<file path="config.mk">
export PLATFORM = sky130hd
export DESIGN_NAME = mcpu_ctrl_fsm
export DESIGN_NICKNAME = d
export VERILOG_FILES = /design/src/rtl/mcpu_ctrl_pkg.sv /design/src/rtl/mcpu_ctrl_decode.sv /design/src/rtl/mcpu_ctrl_fsm.sv
export SDC_FILE = /design/constraint.sdc
export NUM_CORES = 1
export LEC_CHECK = 0
export BUFFER_PORTS_ARGS = -buffer_cell sky130_fd_sc_hd__buf_2
export CORE_MARGIN = 2
export CORE_UTILIZATION = 30
export CTS_BUF_LIST = sky130_fd_sc_hd__clkbuf_16
export CTS_CLUSTER_DIAMETER = 80
export DETAILED_ROUTE_END_ITERATION = 6
export PLACE_DENSITY = 0.64
export SLEW_MARGIN = 20
export SYNTH_ARGS = -nofsm -noshare
export SYNTH_HDL_FRONTEND = slang
export SYNTH_SLANG_ARGS = --single-unit
</file>
<file path="constraint.sdc">
create_clock -name clk -period 1.7 [get_ports clk]
set_input_delay 0.255 -clock clk [delete_from_list [all_inputs] [get_ports clk]]
set_output_delay 0.255 -clock clk [all_outputs]
set_load 0.005 [all_outputs]
</file>
<file path="src/rtl/mcpu_ctrl_pkg.sv">
// Shared definitions for the multi-cycle MIPS control unit: opcodes, state
// encodings, ALU operation codes, mux select values and the control word.
package mcpu_ctrl_pkg;

    // Opcodes (IR[31:26])
    localparam logic [5:0] OP_RTYPE = 6'b000000;
    localparam logic [5:0] OP_LW    = 6'b100011;
    localparam logic [5:0] OP_SW    = 6'b101011;
    localparam logic [5:0] OP_BEQ   = 6'b000100;
    localparam logic [5:0] OP_BNE   = 6'b000101;
    localparam logic [5:0] OP_J     = 6'b000010;
    localparam logic [5:0] OP_JAL   = 6'b000011;
    localparam logic [5:0] OP_ADDI  = 6'b001000;
    localparam logic [5:0] OP_ANDI  = 6'b001100;
    localparam logic [5:0] OP_ORI   = 6'b001101;
    localparam logic [5:0] OP_SLTI  = 6'b001010;

    // FSM states; encodings 13-15 are unused and recover to IF
    typedef enum logic [3:0] {
        S_IF   = 4'd0,
        S_ID   = 4'd1,
        S_MADR = 4'd2,
        S_MRD  = 4'd3,
        S_WBM  = 4'd4,
        S_MWR  = 4'd5,
        S_EX_R = 4'd6,
        S_WBR  = 4'd7,
        S_EX_I = 4'd8,
        S_WBI  = 4'd9,
        S_BR   = 4'd10,
        S_JMP  = 4'd11,
        S_ILL  = 4'd12
    } state_t;

    // ALU operation codes
    localparam logic [2:0] ALU_ADD   = 3'b000;
    localparam logic [2:0] ALU_SUB   = 3'b001;
    localparam logic [2:0] ALU_FUNCT = 3'b010;
    localparam logic [2:0] ALU_AND   = 3'b011;
    localparam logic [2:0] ALU_OR    = 3'b100;
    localparam logic [2:0] ALU_SLT   = 3'b101;

    // Register destination select
    localparam logic [1:0] DST_RT = 2'b00;
    localparam logic [1:0] DST_RD = 2'b01;
    localparam logic [1:0] DST_RA = 2'b10;

    // Register file write-data select
    localparam logic [1:0] M2R_ALUOUT = 2'b00;
    localparam logic [1:0] M2R_MDR    = 2'b01;
    localparam logic [1:0] M2R_PC     = 2'b10;

    // ALU operand B select
    localparam logic [1:0] SRCB_B      = 2'b00;
    localparam logic [1:0] SRCB_FOUR   = 2'b01;
    localparam logic [1:0] SRCB_IMM    = 2'b10;
    localparam logic [1:0] SRCB_BRANCH = 2'b11;

    // PC source select
    localparam logic [1:0] PCS_ALU    = 2'b00;
    localparam logic [1:0] PCS_ALUOUT = 2'b01;
    localparam logic [1:0] PCS_JUMP   = 2'b10;

    // Full control word driven toward the datapath
    typedef struct packed {
        logic       pc_write;
        logic       pc_write_cond;
        logic       branch_ne;
        logic       iord;
        logic       mem_read;
        logic       mem_write;
        logic       ir_write;
        logic       mdr_write;
        logic       reg_write;
        logic [1:0] reg_dst;
        logic [1:0] mem_to_reg;
        logic       alu_src_a;
        logic [1:0] alu_src_b;
        logic       ext_op;
        logic [2:0] alu_op;
        logic [1:0] pc_source;
        logic       illegal_op;
    } ctrl_t;

endpackage

</file>
<file path="src/rtl/mcpu_ctrl_decode.sv">
// Combinational control-word decode: maps (state, opcode, memory ready) to
// every datapath enable and mux select. Anything not set stays 0.
module mcpu_ctrl_decode
    import mcpu_ctrl_pkg::*;
(
    input  state_t     state,
    input  logic [5:0] ir_op,
    input  logic       mem_ready,
    output ctrl_t      ctrl
);

    // Moore-style output decode, with mem_ready qualifying only the CEs
    // that must not fire until a memory access has actually completed.
    always_comb begin
        ctrl = '0;
        case (state)
            S_IF: begin
                ctrl.mem_read  = 1'b1;
                ctrl.alu_src_b = SRCB_FOUR;
                ctrl.ir_write  = mem_ready;
                ctrl.pc_write  = mem_ready;
            end
            S_ID: begin
                // Precompute the branch target into ALUOut
                ctrl.alu_src_b = SRCB_BRANCH;
                ctrl.ext_op    = 1'b1;
            end
            S_MADR: begin
                ctrl.alu_src_a = 1'b1;
                ctrl.alu_src_b = SRCB_IMM;
                ctrl.ext_op    = 1'b1;
            end
            S_MRD: begin
                ctrl.mem_read  = 1'b1;
                ctrl.iord      = 1'b1;
                ctrl.mdr_write = mem_ready;
            end
            S_WBM: begin
                ctrl.reg_write  = 1'b1;
                ctrl.reg_dst    = DST_RT;
                ctrl.mem_to_reg = M2R_MDR;
            end
            S_MWR: begin
                ctrl.mem_write = 1'b1;
                ctrl.iord      = 1'b1;
            end
            S_EX_R: begin
                ctrl.alu_src_a = 1'b1;
                ctrl.alu_src_b = SRCB_B;
                ctrl.alu_op    = ALU_FUNCT;
            end
            S_WBR: begin
                ctrl.reg_write  = 1'b1;
                ctrl.reg_dst    = DST_RD;
                ctrl.mem_to_reg = M2R_ALUOUT;
            end
            S_EX_I: begin
                ctrl.alu_src_a = 1'b1;
                ctrl.alu_src_b = SRCB_IMM;
                // Logical immediates are zero-extended, arithmetic ones signed
                case (ir_op)
                    OP_ANDI: begin ctrl.ext_op = 1'b0; ctrl.alu_op = ALU_AND; end
                    OP_ORI:  begin ctrl.ext_op = 1'b0; ctrl.alu_op = ALU_OR;  end
                    OP_SLTI: begin ctrl.ext_op = 1'b1; ctrl.alu_op = ALU_SLT; end
                    default: begin ctrl.ext_op = 1'b1; ctrl.alu_op = ALU_ADD; end
                endcase
            end
            S_WBI: begin
                ctrl.reg_write  = 1'b1;
                ctrl.reg_dst    = DST_RT;
                ctrl.mem_to_reg = M2R_ALUOUT;
            end
            S_BR: begin
                ctrl.alu_src_a     = 1'b1;
                ctrl.alu_src_b     = SRCB_B;
                ctrl.alu_op        = ALU_SUB;
                ctrl.pc_write_cond = 1'b1;
                ctrl.pc_source     = PCS_ALUOUT;
                ctrl.branch_ne     = (ir_op == OP_BNE);
            end
            S_JMP: begin
                ctrl.pc_write  = 1'b1;
                ctrl.pc_source = PCS_JUMP;
                // PC already holds PC+4 from fetch, so it is the link value
                if (ir_op == OP_JAL) begin
                    ctrl.reg_write  = 1'b1;
                    ctrl.reg_dst    = DST_RA;
                    ctrl.mem_to_reg = M2R_PC;
                end
            end
            S_ILL: begin
                ctrl.illegal_op = 1'b1;
            end
            default: ctrl = '0;
        endcase
    end

endmodule

</file>
<file path="src/rtl/mcpu_ctrl_fsm.sv">
// Multi-cycle MIPS control unit: state register, next-state sequencing and
// reset gating of the strobes; output decode lives in mcpu_ctrl_decode.
module mcpu_ctrl_fsm
    import mcpu_ctrl_pkg::*;
#(
    parameter bit USE_MEM_READY = 1'b1
) (
    input  logic       clk,
    input  logic       rst,
    input  logic [5:0] ir_op,
    input  logic       mem_ready,
    output logic       pc_write,
    output logic       pc_write_cond,
    output logic       branch_ne,
    output logic       iord,
    output logic       mem_read,
    output logic       mem_write,
    output logic       ir_write,
    output logic       mdr_write,
    output logic       reg_write,
    output logic [1:0] reg_dst,
    output logic [1:0] mem_to_reg,
    output logic       alu_src_a,
    output logic [1:0] alu_src_b,
    output logic       ext_op,
    output logic [2:0] alu_op,
    output logic [1:0] pc_source,
    output logic       illegal_op,
    output logic [3:0] state
);

    state_t state_q;
    state_t state_d;
    ctrl_t  ctrl;
    logic   ready;

    assign ready = USE_MEM_READY ? mem_ready : 1'b1;

    mcpu_ctrl_decode u_decode (
        .state     (state_q),
        .ir_op     (ir_op),
        .mem_ready (ready),
        .ctrl      (ctrl)
    );

    // State register; reset drops straight back to fetch
    always_ff @(posedge clk or negedge rst) begin
        if (!rst) state_q <= S_IF;
        else      state_q <= state_d;
    end

    // Next-state sequencing; memory states hold until the access completes
    always_comb begin
        state_d = S_IF;
        case (state_q)
            S_IF:   state_d = ready ? S_ID : S_IF;
            S_ID: begin
                case (ir_op)
                    OP_RTYPE:                           state_d = S_EX_R;
                    OP_LW, OP_SW:                       state_d = S_MADR;
                    OP_BEQ, OP_BNE:                     state_d = S_BR;
                    OP_J, OP_JAL:                       state_d = S_JMP;
                    OP_ADDI, OP_ANDI, OP_ORI, OP_SLTI:  state_d = S_EX_I;
                    default:                            state_d = S_ILL;
                endcase
            end
            S_MADR: state_d = (ir_op == OP_SW) ? S_MWR : S_MRD;
            S_MRD:  state_d = ready ? S_WBM : S_MRD;
            S_MWR:  state_d = ready ? S_IF : S_MWR;
            S_EX_R: state_d = S_WBR;
            S_EX_I: state_d = S_WBI;
            default: state_d = S_IF;
        endcase
    end

    // Output drive; during reset every enable and strobe is held low while
    // the selects show their fetch values (state is already IF).
    always_comb begin
        pc_write      = ctrl.pc_write      & rst;
        pc_write_cond = ctrl.pc_write_cond & rst;
        mem_read      = ctrl.mem_read      & rst;
        mem_write     = ctrl.mem_write     & rst;
        ir_write      = ctrl.ir_write      & rst;
        mdr_write     = ctrl.mdr_write     & rst;
        reg_write     = ctrl.reg_write     & rst;
        illegal_op    = ctrl.illegal_op    & rst;
        branch_ne     = ctrl.branch_ne;
        iord          = ctrl.iord;
        reg_dst       = ctrl.reg_dst;
        mem_to_reg    = ctrl.mem_to_reg;
        alu_src_a     = ctrl.alu_src_a;
        alu_src_b     = ctrl.alu_src_b;
        ext_op        = ctrl.ext_op;
        alu_op        = ctrl.alu_op;
        pc_source     = ctrl.pc_source;
        state         = state_q;
    end

endmodule

</file>
After elaboration in Yosys (flattened, before gate mapping)
Cells that the tools add are included.
{"block": "totals", "ff_bits": 4, "in_bits": 9, "output_inout_bits": 27, "word_cells": 64}
{"block": "classes", "eq_ne": 22, "n_mux": 22, "bitwise_logic": 8, "n_reduce_logical": 11}
{"operator": "case mux 4 bit (7 select lines)", "count": 1}
{"operator": "equality test 6 x 4 -> 1 bit, second input constant", "count": 4}
{"operator": "equality test 4 bit, second input constant", "count": 5}
{"operator": "case mux 4 bit (5 select lines)", "count": 1}
{"operator": "case mux 5 bit (4 select lines)", "count": 1}
{"operator": "equality test 4 x 3 -> 1 bit, second input constant", "count": 4}
{"operator": "OR reduction 2 bit", "count": 7}
{"operator": "equality test 6 x 2 -> 1 bit, second input constant", "count": 2}
{"operator": "equality test 6 x 3 -> 1 bit, second input constant", "count": 2}
{"operator": "equality test 6 bit, second input constant", "count": 2}
{"operator": "case mux 4 bit (3 select lines)", "count": 1}
{"operator": "2-to-1 mux 3 bit", "count": 3}
{"operator": "case mux 3 bit (3 select lines)", "count": 1}
{"operator": "AND 1 bit", "count": 8}
{"operator": "equality test 4 x 2 -> 1 bit, second input constant", "count": 2}
{"operator": "2-to-1 mux 1 bit", "count": 8}
{"operator": "OR reduction 4 bit", "count": 2}
{"operator": "zero test 6 bit", "count": 1}
{"operator": "case mux 2 bit (3 select lines)", "count": 1}
{"operator": "2-to-1 mux 5 bit", "count": 1}
{"operator": "equality test 4 x 1 -> 1 bit, second input constant", "count": 1}
{"operator": "zero test 4 bit", "count": 1}
{"operator": "case mux 1 bit (2 select lines)", "count": 2}
{"operator": "case mux 2 bit (2 select lines)", "count": 1}
{"operator": "2-to-1 mux 2 bit", "count": 1}

Logic depth before layout (Yosys ltp)
{"block": "logic_depth", "depth_word": 4, "depth_mapped": 6, "mapped_depth_nobuf": 4}

Cells and area by module
Synthesis repeated with hierarchy kept, for this count alone.
{"block": "hier_totals", "hier_cells": 110, "area_unflattened_um2": 789.5}
{"module": "mcpu_ctrl_fsm", "n_inst": 1, "cells_per_inst": 50, "area_each_um2": 405.4, "seq_area_each_um2": 100.1}
{"module": "mcpu_ctrl_decode", "n_inst": 1, "cells_per_inst": 60, "area_each_um2": 384.1, "seq_area_each_um2": 0.0}

Worst setup path after synthesis
Ideal clock, no wire load.
{"block": "synth_timing", "kind": "reg-to-output", "start": "reg state_q[3] (netlist: state[3])", "end": "out reg_write", "t_arrival_ns": 1.248, "required_ns": 1.445, "setup_slack_ns": 0.197, "stages_incl_launch_ff": 5, "path_buffers": 0, "path_cell_list": "dfrtp_1 nor2b_2 and3_4 and3_4 o31a_1"}
{"block": "synth_via", "elab_chain_cells": 3}
{"item": "start, declared", "line_no": "mcpu_ctrl_fsm.sv:32", "text": "state_t state_q;"}
{"item": "start signal, assigned", "line_no": "mcpu_ctrl_fsm.sv:49", "text": "else state_q <= state_d;"}
{"item": "equality test 4 bit or equality test 4 x 3 -> 1 bit (tied branches)", "line_no": "mcpu_ctrl_decode.sv:16", "text": "case (state)"}
{"item": "case mux 5 bit (4 select lines) *", "line_no": "mcpu_ctrl_decode.sv:16"}
{"item": "AND 1 bit *", "line_no": "mcpu_ctrl_fsm.sv:85", "text": "reg_write = ctrl.reg_write & rst;"}
{"item": "end, declared", "line_no": "mcpu_ctrl_fsm.sv:20", "text": "output logic reg_write,"}
Mark *: on every way between the ends. The rest lies on a longest branch, timed or not.

Worst setup path in the final report
{"block": "layout_timing", "start": "reg state_q[1] (netlist: state[1])", "end": "out reg_write"}
The elaborated chain is that of the path after synthesis.

==> run metrics <==
outcome finished with violations; failing checks setup timing; Buf/Inv on CP 3; cell taking the most area after synthesis dfrtp_1; Power, Total 1.517 mW; Util after Layout 0.4980; Remaining Overflow, GRT 0; vias 938; Die Width 52.72 um; dominant synthesized flop cell dfrtp_1; nets 154; PD cells 1363 nW/um2; setup ws final -0.04112 ns; Core ar. 2233 um2; Hold Startpoint ir_op[4]; CP top delay family flip-flops; Reg clk slew, reported paths 0.03 ns; Root Driver clkbuf_16; largest net degree at the start of global routing 17; CTS tree done; CP cell instances buf_6 > buf_4 > and3_4 > o31a_1 > buf_2; CTS buffer count 3; fin crit share 1.024; worst-path maximum fanout 4; Relative slew margins 0.8071; worst-margin pin slew 0.2857 ns; Area Growth Syn to Fin 56.24%; DR iter-0 viols 24; CP Capture Type primary output; PortBufs 35; RSZ-0062 raised after global routing true; row count 17; Synth top area share 0.1406; max frequency 574.3 MHz; drt wl/cell 14.23 um; final setup violation count 1; mapped cell area 711.9 um2; CP peak stage delay 0.44 ns; fin crit period 1.741 ns; Ant. Diodes 0; startpoint types flop; first-pass GRT wire length 3553 um; HPWL Detailed 1634 um; RR Endpoint state[2]; share of layout cells above drive strength 1 0.4685; clock latency on the worst-skew pair 0.23 ns; most frequent cell after synthesis nor2_1; internal power 0.8985 mW; vias in the first global route 756; Hold EP state[1]; clock network power share 0.251; hold depth 2; Via density 5.485; Post-synth ARST share 1.000; Die Height 52.72 um; gr usage total 0.1786; Synth top cells by count nor2_1, nand2b_1, buf_2, nand2_1; Post-synth EDFFs 0; Area contributors post-synth dfrtp_1, nand2b_1, nor2_1; P_leak 0.5173 nW; DR DRC count 0; number of routed nets with antenna violations 0; switching portion of total power 0.4076; Fin. Hold Viols 0; final WL 2434 um; I/O pin total 36; critical path's slowest cell dfrtp_2; MaxCap Viol Count 0; sw power 0.6182 mW; initial antenna violation count 0; R2R depth 5; maximum vdd drop 694.2 uV; synthesized area per cell 6.980 um2; Req. time, crit path 1.44 ns; syn_nets 111; count of different cell masters after synthesis 40; clock sink total 4; die footprint 2779 um2; synthesized flop and latch total 4; Largest register FFs 4; clock skew 0.002224 ns; share of power burned in registers 0.132; register area share after synthesis 0.1406; max-slew violations 0; Starting Density 0.3188; Hold Crit Class primary input to flop; htree depth 1; worst endpoint data arrival time 1.49 ns; Pre-antenna DRT Iters 4; Logic pwr share 0.618; Clock Tree Buf Depth 2; gpl congestion 0.8634; worst reg-to-reg setup slack 0.23 ns; FF-to-FF Start state[1]; Syn Inst Count 102; Worst Path Class, Setup flop to primary output; synth warn 0
power groups by stage:
stage | clock network (mW) | logic [mW] | registers [mW]
after floorplan | 0 | 0.513 | 0.179
after global placement | 0 | 0.767 | 0.188
after detailed placement | 0 | 0.781 | 0.191
after CTS | 0.387 | 0.825 | 0.199
after global routing | 0.395 | 1.04 | 0.207
final | 0.380 | 0.937 | 0.199
layout make-up:
| class | instances | area, um2 |
|---|---|---|
| timing repair buffer | 48 | 290.3 |
| fill | 232 | 1121 |
| sequential | 4 | 103.9 |
| clock buffer | 3 | 75.07 |
| multi-input combinational | 88 | 608.1 |
| tap | 28 | 35.03 |
worst register-to-register path, cell delays in order, from the launching register on:
cell,delay (ns)
dfrtp_2,0.44
buf_6,0.15
or4bb_1,0.47
a31oi_1,0.18
a41oi_1,0.06
o21ai_1,0.09
worst max-delay path by stage:
stage / from / end / slack [ns] / depth (start not counted)
floorplan: state[3] / reg_write / 0.20 / 4
global placement: state[3] / reg_write / 0.19 / 5
detailed placement: state[3] / reg_write / 0.18 / 5
CTS: state[3] / reg_write / -0.03 / 5
global route: state[1] / reg_write / -0.07 / 5
finish: state[1] / reg_write / -0.04 / 5
timing repair:
| item | in CTS | in global routing |
|---|---|---|
| resized for setup | 7 | 15 |
| pin swaps | 0 | 3 |
| setup buffers | 1 | 4 |
| hold buffers | 1 | 0 |
| endpoints found under the setup margin | 6 | 10 |
| endpoints found under the hold margin | 4 | 0 |
stage by stage:
stage | instances | TNS, ns | worst slack (ns) | area [um2] | hold WS, ns
after floorplan | 102 | 0 | 0.1973 | 711.9 | -0.04059
after global placement | 162 | 0 | 0.1934 | 918.4 | 0.1205
after detailed placement | 162 | 0 | 0.1794 | 918.4 | 0.1143
after CTS | 167 | -0.03073 | -0.03073 | 1032 | 0.2819
after global routing | 171 | -0.1570 | -0.07031 | 1112 | 0.3334
final | 171 | -0.04112 | -0.04112 | 1112 | 0.3199
layer usage:
layer / GRT usage / vias to the layer above / routed length (um)
met5: 0 / - / 0
met4: 0.07692 / 0 / 71
met3: 0.05143 / 10 / 149
met2: 0.2792 / 33 / 1187
met1: 0.2256 / 429 / 1026
li1: - / 466 / -
cell usage in the layout (no fill, tap or decap), types with 4 or more instances in the layout:
cell / n
nand2b_1: 7
nor2_1: 9
nor3_1: 4
buf_6: 4
a21oi_1: 4
nand2_1: 6
buf_4: 8
o21ai_0: 4
buf_2: 35
logic make-up after synthesis:
kind of cell,count (synthesis),synth area share
multiplexers,1,0.01406
flip-flops,4,0.1406
buffers and inverters,10,0.07909
AND/OR/NAND/NOR,60,0.5079
XOR/XNOR,2,0.02461
AO/OA/AOI/OAI,25,0.2338
Note: power is estimated with default switching activity, not from simulation.
